[src/rtl/hazard_forward_ctrl.sv]
// Hazard and forwarding controller for the five-stage MIPS pipeline: tracks E/M/W
// producers, drives the D/E/M forwarding selects, the D-stage stall and a stall counter.
module hazard_forward_ctrl (
  input  logic        clk,
  input  logic        reset_n,
  input  logic [4:0]  rs_D,
  input  logic [4:0]  rt_D,
  input  logic [1:0]  tuse_rs_D,
  input  logic [1:0]  tuse_rt_D,
  input  logic        we_D,
  input  logic [4:0]  dest_D,
  input  logic [1:0]  kind_D,
  output logic        stall,
  output logic [3:0]  fwd_rs_D,
  output logic [3:0]  fwd_rt_D,
  output logic [3:0]  fwd_rs_E,
  output logic [3:0]  fwd_rt_E,
  output logic        fwd_rt_M,
  output logic [31:0] stall_cnt
);

  localparam int unsigned REG_W  = 5;
  localparam int unsigned SEL_W  = 4;
  localparam int unsigned KIND_W = 2;
  localparam int unsigned CNT_W  = 32;

  localparam logic [KIND_W-1:0] KIND_LOAD = 2'b01;
  localparam logic [KIND_W-1:0] KIND_PC8  = 2'b10;
  localparam logic [1:0]        TUSE_NONE = 2'd3;

  localparam logic [SEL_W-1:0] SEL_NONE  = 4'b0000;
  localparam logic [SEL_W-1:0] SEL_W_RES = 4'b0001;
  localparam logic [SEL_W-1:0] SEL_M_RES = 4'b0010;
  localparam logic [SEL_W-1:0] SEL_M_PC8 = 4'b0011;
  localparam logic [SEL_W-1:0] SEL_E_PC8 = 4'b0100;

  // Only the slot fields that some decision actually reads are kept.
  logic [REG_W-1:0]  e_dest_q, e_dest_d;
  logic [KIND_W-1:0] e_kind_q, e_kind_d;
  logic [REG_W-1:0]  e_rs_q, e_rs_d;
  logic [REG_W-1:0]  e_rt_q, e_rt_d;
  logic [REG_W-1:0]  m_dest_q;
  logic [KIND_W-1:0] m_kind_q;
  logic [REG_W-1:0]  m_rt_q;
  logic [REG_W-1:0]  w_dest_q;
  logic [CNT_W-1:0]  stall_cnt_q;

  logic [1:0] tnew_e_c;
  logic [1:0] tnew_m_c;

  function automatic logic is_alu(input logic [KIND_W-1:0] k);
    return (k != KIND_LOAD) && (k != KIND_PC8);
  endfunction

  // M/W select shared by the D and E stages; an M load shadows anything older.
  function automatic logic [SEL_W-1:0] sel_mw(input logic [REG_W-1:0]  r,
                                              input logic [REG_W-1:0]  m_dest,
                                              input logic [KIND_W-1:0] m_kind,
                                              input logic [REG_W-1:0]  w_dest);
    logic [SEL_W-1:0] s;
    s = SEL_NONE;
    if (r == '0) begin
      s = SEL_NONE;
    end else if (m_dest == r) begin
      if (m_kind == KIND_PC8)  s = SEL_M_PC8;
      else if (is_alu(m_kind)) s = SEL_M_RES;
    end else if (w_dest == r) begin
      s = SEL_W_RES;
    end
    return s;
  endfunction

  function automatic logic [SEL_W-1:0] sel_d(input logic [REG_W-1:0] r);
    logic [SEL_W-1:0] s;
    s = SEL_NONE;
    if (r == '0) begin
      s = SEL_NONE;
    end else if (e_dest_q == r) begin
      s = (e_kind_q == KIND_PC8) ? SEL_E_PC8 : SEL_NONE;
    end else begin
      s = sel_mw(r, m_dest_q, m_kind_q, w_dest_q);
    end
    return s;
  endfunction

  function automatic logic op_stall(input logic [REG_W-1:0] r, input logic [1:0] tuse);
    return (tuse != TUSE_NONE) && (r != '0) &&
           (((e_dest_q == r) && (tnew_e_c > tuse)) ||
            ((m_dest_q == r) && (tnew_m_c > tuse)));
  endfunction

  always_comb begin
    tnew_e_c = 2'd1;
    if (e_kind_q == KIND_LOAD)     tnew_e_c = 2'd2;
    else if (e_kind_q == KIND_PC8) tnew_e_c = 2'd0;
    tnew_m_c = (m_kind_q == KIND_LOAD) ? 2'd1 : 2'd0;
  end

  assign stall     = op_stall(rs_D, tuse_rs_D) || op_stall(rt_D, tuse_rt_D);
  assign fwd_rs_D  = sel_d(rs_D);
  assign fwd_rt_D  = sel_d(rt_D);
  assign fwd_rs_E  = sel_mw(e_rs_q, m_dest_q, m_kind_q, w_dest_q);
  assign fwd_rt_E  = sel_mw(e_rt_q, m_dest_q, m_kind_q, w_dest_q);
  assign fwd_rt_M  = (m_rt_q != '0) && (w_dest_q == m_rt_q);
  assign stall_cnt = stall_cnt_q;

  // E slot takes a bubble on stall; a non-writing instruction is tracked with dest 0.
  always_comb begin
    e_dest_d = '0;
    e_kind_d = '0;
    e_rs_d   = '0;
    e_rt_d   = '0;
    if (!stall) begin
      e_dest_d = we_D ? dest_D : '0;
      e_kind_d = kind_D;
      e_rs_d   = rs_D;
      e_rt_d   = rt_D;
    end
  end

  always_ff @(posedge clk or negedge reset_n) begin
    if (!reset_n) begin
      e_dest_q    <= '0;
      e_kind_q    <= '0;
      e_rs_q      <= '0;
      e_rt_q      <= '0;
      m_dest_q    <= '0;
      m_kind_q    <= '0;
      m_rt_q      <= '0;
      w_dest_q    <= '0;
      stall_cnt_q <= '0;
    end else begin
      e_dest_q <= e_dest_d;
      e_kind_q <= e_kind_d;
      e_rs_q   <= e_rs_d;
      e_rt_q   <= e_rt_d;
      m_dest_q <= e_dest_q;
      m_kind_q <= e_kind_q;
      m_rt_q   <= e_rt_q;
      w_dest_q <= m_dest_q;
      if (stall) stall_cnt_q <= stall_cnt_q + CNT_W'(1);
    end
  end

endmodule

[config.mk]
export PLATFORM = sky130hd
export DESIGN_NAME = hazard_forward_ctrl
export DESIGN_NICKNAME = d
export VERILOG_FILES = /design/src/rtl/hazard_forward_ctrl.sv
export SDC_FILE = /design/constraint.sdc
export NUM_CORES = 1
export LEC_CHECK = 0
export BUFFER_PORTS_ARGS = -buffer_cell sky130_fd_sc_hd__buf_4
export CAP_MARGIN = 30
export CORE_UTILIZATION = 59
export CTS_CLUSTER_SIZE = 24
export DETAILED_ROUTE_END_ITERATION = 8
export PLACE_DENSITY = 0.85
export SETUP_SLACK_MARGIN = 0.3
export SLEW_MARGIN = 20
export SYNTH_ARGS = -nofsm -noshare
export SYNTH_HDL_FRONTEND = slang
export SYNTH_SLANG_ARGS = --single-unit
[constraint.sdc]
create_clock -name clk -period 4.3 [get_ports clk]
set_input_delay 0 -clock clk [delete_from_list [all_inputs] [get_ports clk]]
set_output_delay 0 -clock clk [all_outputs]
set_load 0.02 [all_outputs]
==> results of run 1 <==
final cells by class:
type	count	area [um2]	share of cell area
clock buffer	10	128	0.0281
clock inverter	6	41.3	0.00909
tap	75	93.8	0.0206
sequential	66	1650	0.363
timing repair buffer	92	748	0.165
multi-input combinational	261	1830	0.403
inverter	13	48.8	0.0107
power by group through the flow:
stage	clock (mW)	combinational, mW	sequential [mW]
global route	0.490	0.273	0.714
CTS	0.466	0.246	0.707
finish	0.458	0.249	0.710
global placement	0	0.220	0.717
floorplan	0	0.128	0.723
detailed placement	0	0.229	0.719
logic make-up after synthesis:
family | after synthesis | share of synthesized area
AOI/OAI and AO/OA | 38 | 0.0808
muxes | 3 | 0.00863
xor gates and xnor gates | 85 | 0.205
adders and majority gates | 8 | 0.0276
other | 1 | 0.00103
DFF | 66 | 0.456
buffers and inverters | 33 | 0.0435
and+or+nand+nor | 121 | 0.177
metrics by stage:
step	total power [mW]	std cells	cell area, um2
after floorplan	0.850	360	3640
after global placement	0.936	484	4150
after detailed placement	0.948	484	4150
after CTS	1.42	523	4540
after global routing	1.48	523	4540
final	1.42	523	4540
how the worst min path moves through the flow:
| stage | start | endpoint | depth (start not counted) |
|---|---|---|---|
| floorplan | reset_n | e_dest_q[0]$_DFF_PN0_ | 0 |
| CTS | reset_n | stall_cnt[25]$_DFFE_PN0P_ | 2 |
| global placement | reset_n | stall_cnt[26]$_DFFE_PN0P_ | 1 |
| global route | reset_n | stall_cnt[23]$_DFFE_PN0P_ | 2 |
| finish | reset_n | stall_cnt[23]$_DFFE_PN0P_ | 2 |
| detailed placement | reset_n | stall_cnt[25]$_DFFE_PN0P_ | 1 |
cell usage after synthesis, drive strengths merged, types with 2 or more instances:
cell type,instances,share of area
a2111oi,3,0.012
inv,13,0.013
nor2,19,0.020
dfrtp,66,0.46
o21ai,2,0.0028
mux2i,2,0.0055
a21oi,9,0.012
a211oi,21,0.047
and2,4,0.0069
and3,22,0.038
nor3,16,0.022
or4,2,0.0041
nand3,13,0.018
and4,3,0.0073
or2,3,0.0052
ha,8,0.028
clkbuf,9,0.0093
nand2,20,0.021
nor2b,4,0.0069
o31ai,2,0.0041
xnor2,29,0.070
nor4b,3,0.0073
nand4,8,0.014
xor2,56,0.14
buf,11,0.021
sequential cells by signal (all words and copies together) (netlist names):
signal / cells
m_rt_q: 5
w_dest_q: 5
m_dest_q: 5
e_rs_q: 5
m_kind_q: 2
e_kind_q: 2
stall_cnt: 32
e_dest_q: 5
e_rt_q: 5
routing by layer:
metal	vias to the layer above	track usage	part of all wire
met5	-	0	0
met4	0	0.146	0.027
met3	24	0.0466	0.058
met2	116	0.469	0.49
met1	1410	0.363	0.43
li1	1383	-	-
cells in the final DEF, fill, tap and decap left out, types with 4 or more instances in the layout:
master / count
nor3_1: 16
a211oi_1: 20
ha_1: 8
and3_1: 22
and2_1: 4
buf_4: 69
nor2_1: 19
a21oi_1: 9
xor2_1: 56
nor2b_1: 4
conb_1: 6
clkbuf_8: 9
nand4_1: 8
xnor2_1: 29
inv_1: 13
dlygate4sd3_1: 23
nand3_1: 13
dfrtp_1: 66
nand2_1: 20
==> results.cfg, run 1 <==
[placed_design]
port_buffers = 67
dp_slack_ps = 1450
dp_hpwl_mm = 5.76
place.gp.congestion = 0.911

[min_path]
hold_path_class = in -> async

[pwr]
powerDensity_mw_per_mm2 = 312
switching_share = 0.305
ir_drop_v = 0.000334
pwr-share-seq = 0.501
power.share.combinational = 0.176
p_clk_frac = 0.323
switching_power_mw = 0.432
p_leak_nw = 2.24
p_int_mw = 0.986

[synth]
synth_area_mm2 = 0.00362
yosysWarnings = 0
ys_ff_latch = 66
synthFlopType = dfrtp_1
syn_area_per_cell_um2 = 10.2
async_reset_ff_frac = 1.00
synth_edf_count = 0
synthCells = 355
ys_types = 34
synth-seq-area-share = 0.456

[floorplanning]
start_util = 0.612
core-area_mm2 = 0.00592
pin_count = 74
die-area_mm2 = 0.00646
die_y_um = 80.4
core.rowCount = 28
die_w_um = 80.4

[clock_tree]
cts-resized-gates = 0
clock_path_buffers = 2
cts.clk_slew.worst_paths_ps = 80
postCtsSetupRepairBufs = 0
cts_tree = done
cts_inserted_buffers = 9
clock_sinks = 66
clk_latency_ps = 350
cts_root_buf = clkbuf_8
ctsHoldBuffers = 23
htreeDepth = 3

[worst_setup_path]
rr_worst_depth = 11
crit_buf_inv = 3
slowest_stage = dlygate4sd3_1
critPathLaunchType = flop
worst-path-stages = 11
timing.rr.start = e_kind_q[0]$_DFF_PN0_
crit_path_max_incr_delay_ps = 550
cpLargestDelayFamily = simple AND/OR/NAND/NOR gates
critPathCapture = e_dest_q[1]$_DFF_PN0_
path_cells = inv_1 -> ha_1 -> inv_1 -> ha_1 -> nor4b_1 -> o21ai_0 -> o31ai_1 -> nand2_1 -> and2_1 -> and3_1 -> dlygate4sd3_1
worst_ep_required_time_ps = 4530
critical_path_class = reg -> reg
cp-end-kind = flop
cp-startpoint = e_kind_q[0]$_DFF_PN0_
rrSetupSlack_ps = 1180
path_max_fanout = 13
r2r-end = e_dest_q[1]$_DFF_PN0_
cp.arrival_ps = 3350

[layout]
nFillCells = 405
n_antenna_cell = 0
drive_gt1_frac = 0.203
final_util = 0.768
nets = 475
area_growth_pct = 25.4

[timing]
slew_viol_final = 0
tightestPinTransition_ps = 825
hold_viol = 0
max_freq_mhz = 320
layout_setup_ws_ps = 1180
fin_crit_sh = 0.726
fin_setup_tns_ps = 0
finalSetupViolCount = 0
finClkSkew_ps = 18.0
rsz0062_at_grt = false
fin_crit_ps = 3120
slew_headroom = 0.450
whs_ps = 303

[grt]
grt_pass1_wl_mm = 13.7
track_usage = 0.286
overflow = 0
grt_max_degree = 67
antenna_found_initial = 0
first_global_vias = 2870

[route]
vias = 2933
ant_nets = 0
wirelength_mm = 8.46
firstDrtPassIters = 5
drt_iter0_markers = 158
post_drt_wl_per_cell_um = 16.2
drc = 0
vias_per_cell = 5.61

[job]
max_cap_violations = 0

[outcome]
status = finished, final reports clean
(Power assumes the default switching activity.)
==> run 2, diff against run 1 <==
Settings changed: CORE_UTILIZATION 59 to 50, PLACE_DENSITY 0.85 to 0.77.
Clock period 4.3 ns to 2.6 ns, I/O delays scaled along.
==> run 2 against run 1 <==
Routed wire length rose by 5.0%. Critical path depth is the same. Final area increased by 7.8%. Via count decreased by 0.68%.
==> results.cfg, run 2 (same netlist as run 1, synthesis figures left out) <==
[worst_setup_path]
critPathLaunchType = flop
cp.arrival_ps = 2730
path_max_fanout = 4
slowest_stage = dfrtp_1
critical_path_class = reg -> reg
cp-end-kind = flop
crit_path_max_incr_delay_ps = 390
path_cells = ha_1 -> inv_2 -> ha_4 -> nor4b_2 -> o21ai_1 -> o31ai_1 -> nand2_1 -> buf_4 -> and2_4 -> buf_4 -> mux2_4
critPathMostFrequentCell = buf_4
worst_ep_required_time_ps = 2820

[placed_design]
place.gp.congestion = 0.863
dp_hpwl_mm = 5.75
dp_slack_ps = -35.8
port_buffers = 67
dp_cells = 510

[floorplanning]
pin_count = 74
core-area_mm2 = 0.00691
die_w_um = 87.1
die_y_um = 87.1
core.rowCount = 30
die-area_mm2 = 0.00759
start_util = 0.525

[clock_tree]
clock_path_buffers = 2
cts_inserted_buffers = 9
cts_root_buf = clkbuf_8
htreeDepth = 3
cts.clk_slew.worst_paths_ps = 70
clock_sinks = 66
cts_tree = done
clk_latency_ps = 340

[layout]
final_common_cell = buf_4
n_antenna_cell = 0
area_growth_pct = 35.2
nFillCells = 503
nets = 484
multi_input_comb_area_mm2 = 0.00205
final_cell_mix = buf_4 (78), dfrtp_1 (66), xor2_1 (56), xnor2_1 (29), and3_1 (22)
largest_reg_flops = 32
seq_area_mm2 = 0.00165
fin_cells = 551
drive_gt1_frac = 0.299

[pwr]
powerDensity_mw_per_mm2 = 508
switching_share = 0.278
ir_drop_v = 0.000411
power.share.combinational = 0.184
p_clk_frac = 0.345
pwr-share-seq = 0.471
switching_power_mw = 0.692
p_leak_nw = 2.33
power_mw = 2.49
p_int_mw = 1.80

[route]
post_drt_wl_per_cell_um = 16.1
firstDrtPassIters = 4
drt_iter0_markers = 124
wirelength_mm = 8.88
vias = 2913
drc = 0
vias_per_cell = 5.29
ant_nets = 0

[job]
max_cap_violations = 0

[timing]
tightestPinTransition_ps = 818
slew_headroom = 0.455
hold_viol = 0
finalSetupViolCount = 0
finClkSkew_ps = 8.75
fin_crit_sh = 0.965
layout_setup_ws_ps = 91.7
slew_viol_final = 0
fin_crit_ps = 2510
max_freq_mhz = 399
rsz0062_at_grt = true

[grt]
grt_pass1_wl_mm = 14.2
track_usage = 0.250
antenna_found_initial = 0
overflow = 0
first_global_vias = 2971
grt_max_degree = 67

[outcome]
status = finished, final reports clean

[min_path]
hold_path_class = in -> async
[run 2: worst max-delay path, delay by kind of cell (launching register included)]
kind                       cells  cell delay, ps
adders and majority gates      2             520
buffers and inverters          3             420
and+or+nand+nor                3             580
muxes                          1             290
DFF                            1             390
AOI/OAI and AO/OA              2             200
[run 2: metal layers]
| layer | up-vias | part of all wire | routed length [um] | track usage |
|---|---|---|---|---|
| met5 | - | 0 | 0 | 0 |
| met2 | 83 | 0.50 | 4450 | 0.413 |
| met4 | 0 | 0.024 | 213 | 0.121 |
| met1 | 1409 | 0.43 | 3810 | 0.312 |
| li1 | 1399 | - | - | - |
| met3 | 22 | 0.046 | 413 | 0.0569 |
[run 2: path summary, 6_finish.rpt]
| kind | to | slack [ps] | from | cells after the start |
|---|---|---|---|---|
| min reg2reg | m_dest_q[1]$_DFF_PN0_ | 440 | e_dest_q[1]$_DFF_PN0_ | 0 |
| max reg2reg | stall_cnt[1]$_DFFE_PN0P_ | 90 | e_kind_q[1]$_DFF_PN0_ | 11 |
| min | stall_cnt[1]$_DFFE_PN0P_ | 290 | reset_n | 2 |
| min in group clk | e_kind_q[1]$_DFF_PN0_ | 440 | kind_D[1] | 3 |
| max | stall_cnt[1]$_DFFE_PN0P_ | 90 | e_kind_q[1]$_DFF_PN0_ | 11 |
| max in group asynchronous | w_dest_q[3]$_DFF_PN0_ | 1770 | reset_n | 2 |
[run 2: per-stage QoR]
step,utilization,area [um2],TNS (ps),hold slack (ps)
6_report,0.709,4900,0,288
5_1_grt,0.709,4900,-13.5,388
4_1_cts,0.691,4780,0,309
3_5_place_dp,0.613,4230,-82.5,160
3_3_place_gp,0.613,4230,0,150
2_1_floorplan,-,3650,0,-296
[run 2: area by class of cell]
cell class,count,share of cell area
Clock buffer,11,0.0309
Sequential cell,66,0.337
Timing Repair Buffer,101,0.171
Clock inverter,3,0.00817
Tap cell,96,0.0245
Multi-Input combinational cell,261,0.419
Inverter,13,0.00996
[run 2: power by group through the flow]
stage / Sequential (mW) / Combinational, mW / Clock, mW
6_report: 1.17 / 0.457 / 0.859
5_1_grt: 1.18 / 0.498 / 0.921
4_1_cts: 1.17 / 0.438 / 0.867
3_5_place_dp: 1.19 / 0.391 / 0
3_3_place_gp: 1.19 / 0.380 / 0
2_1_floorplan: 1.20 / 0.219 / 0
[run 2: repair_timing]
action,4_1_cts,5_1_grt
setup buffers,5,3
endpoints found under the setup margin,49,49
pin swaps,4,7
gates resized for setup,27,19
hold buffers,19,0
hold endpoints to repair,83,0
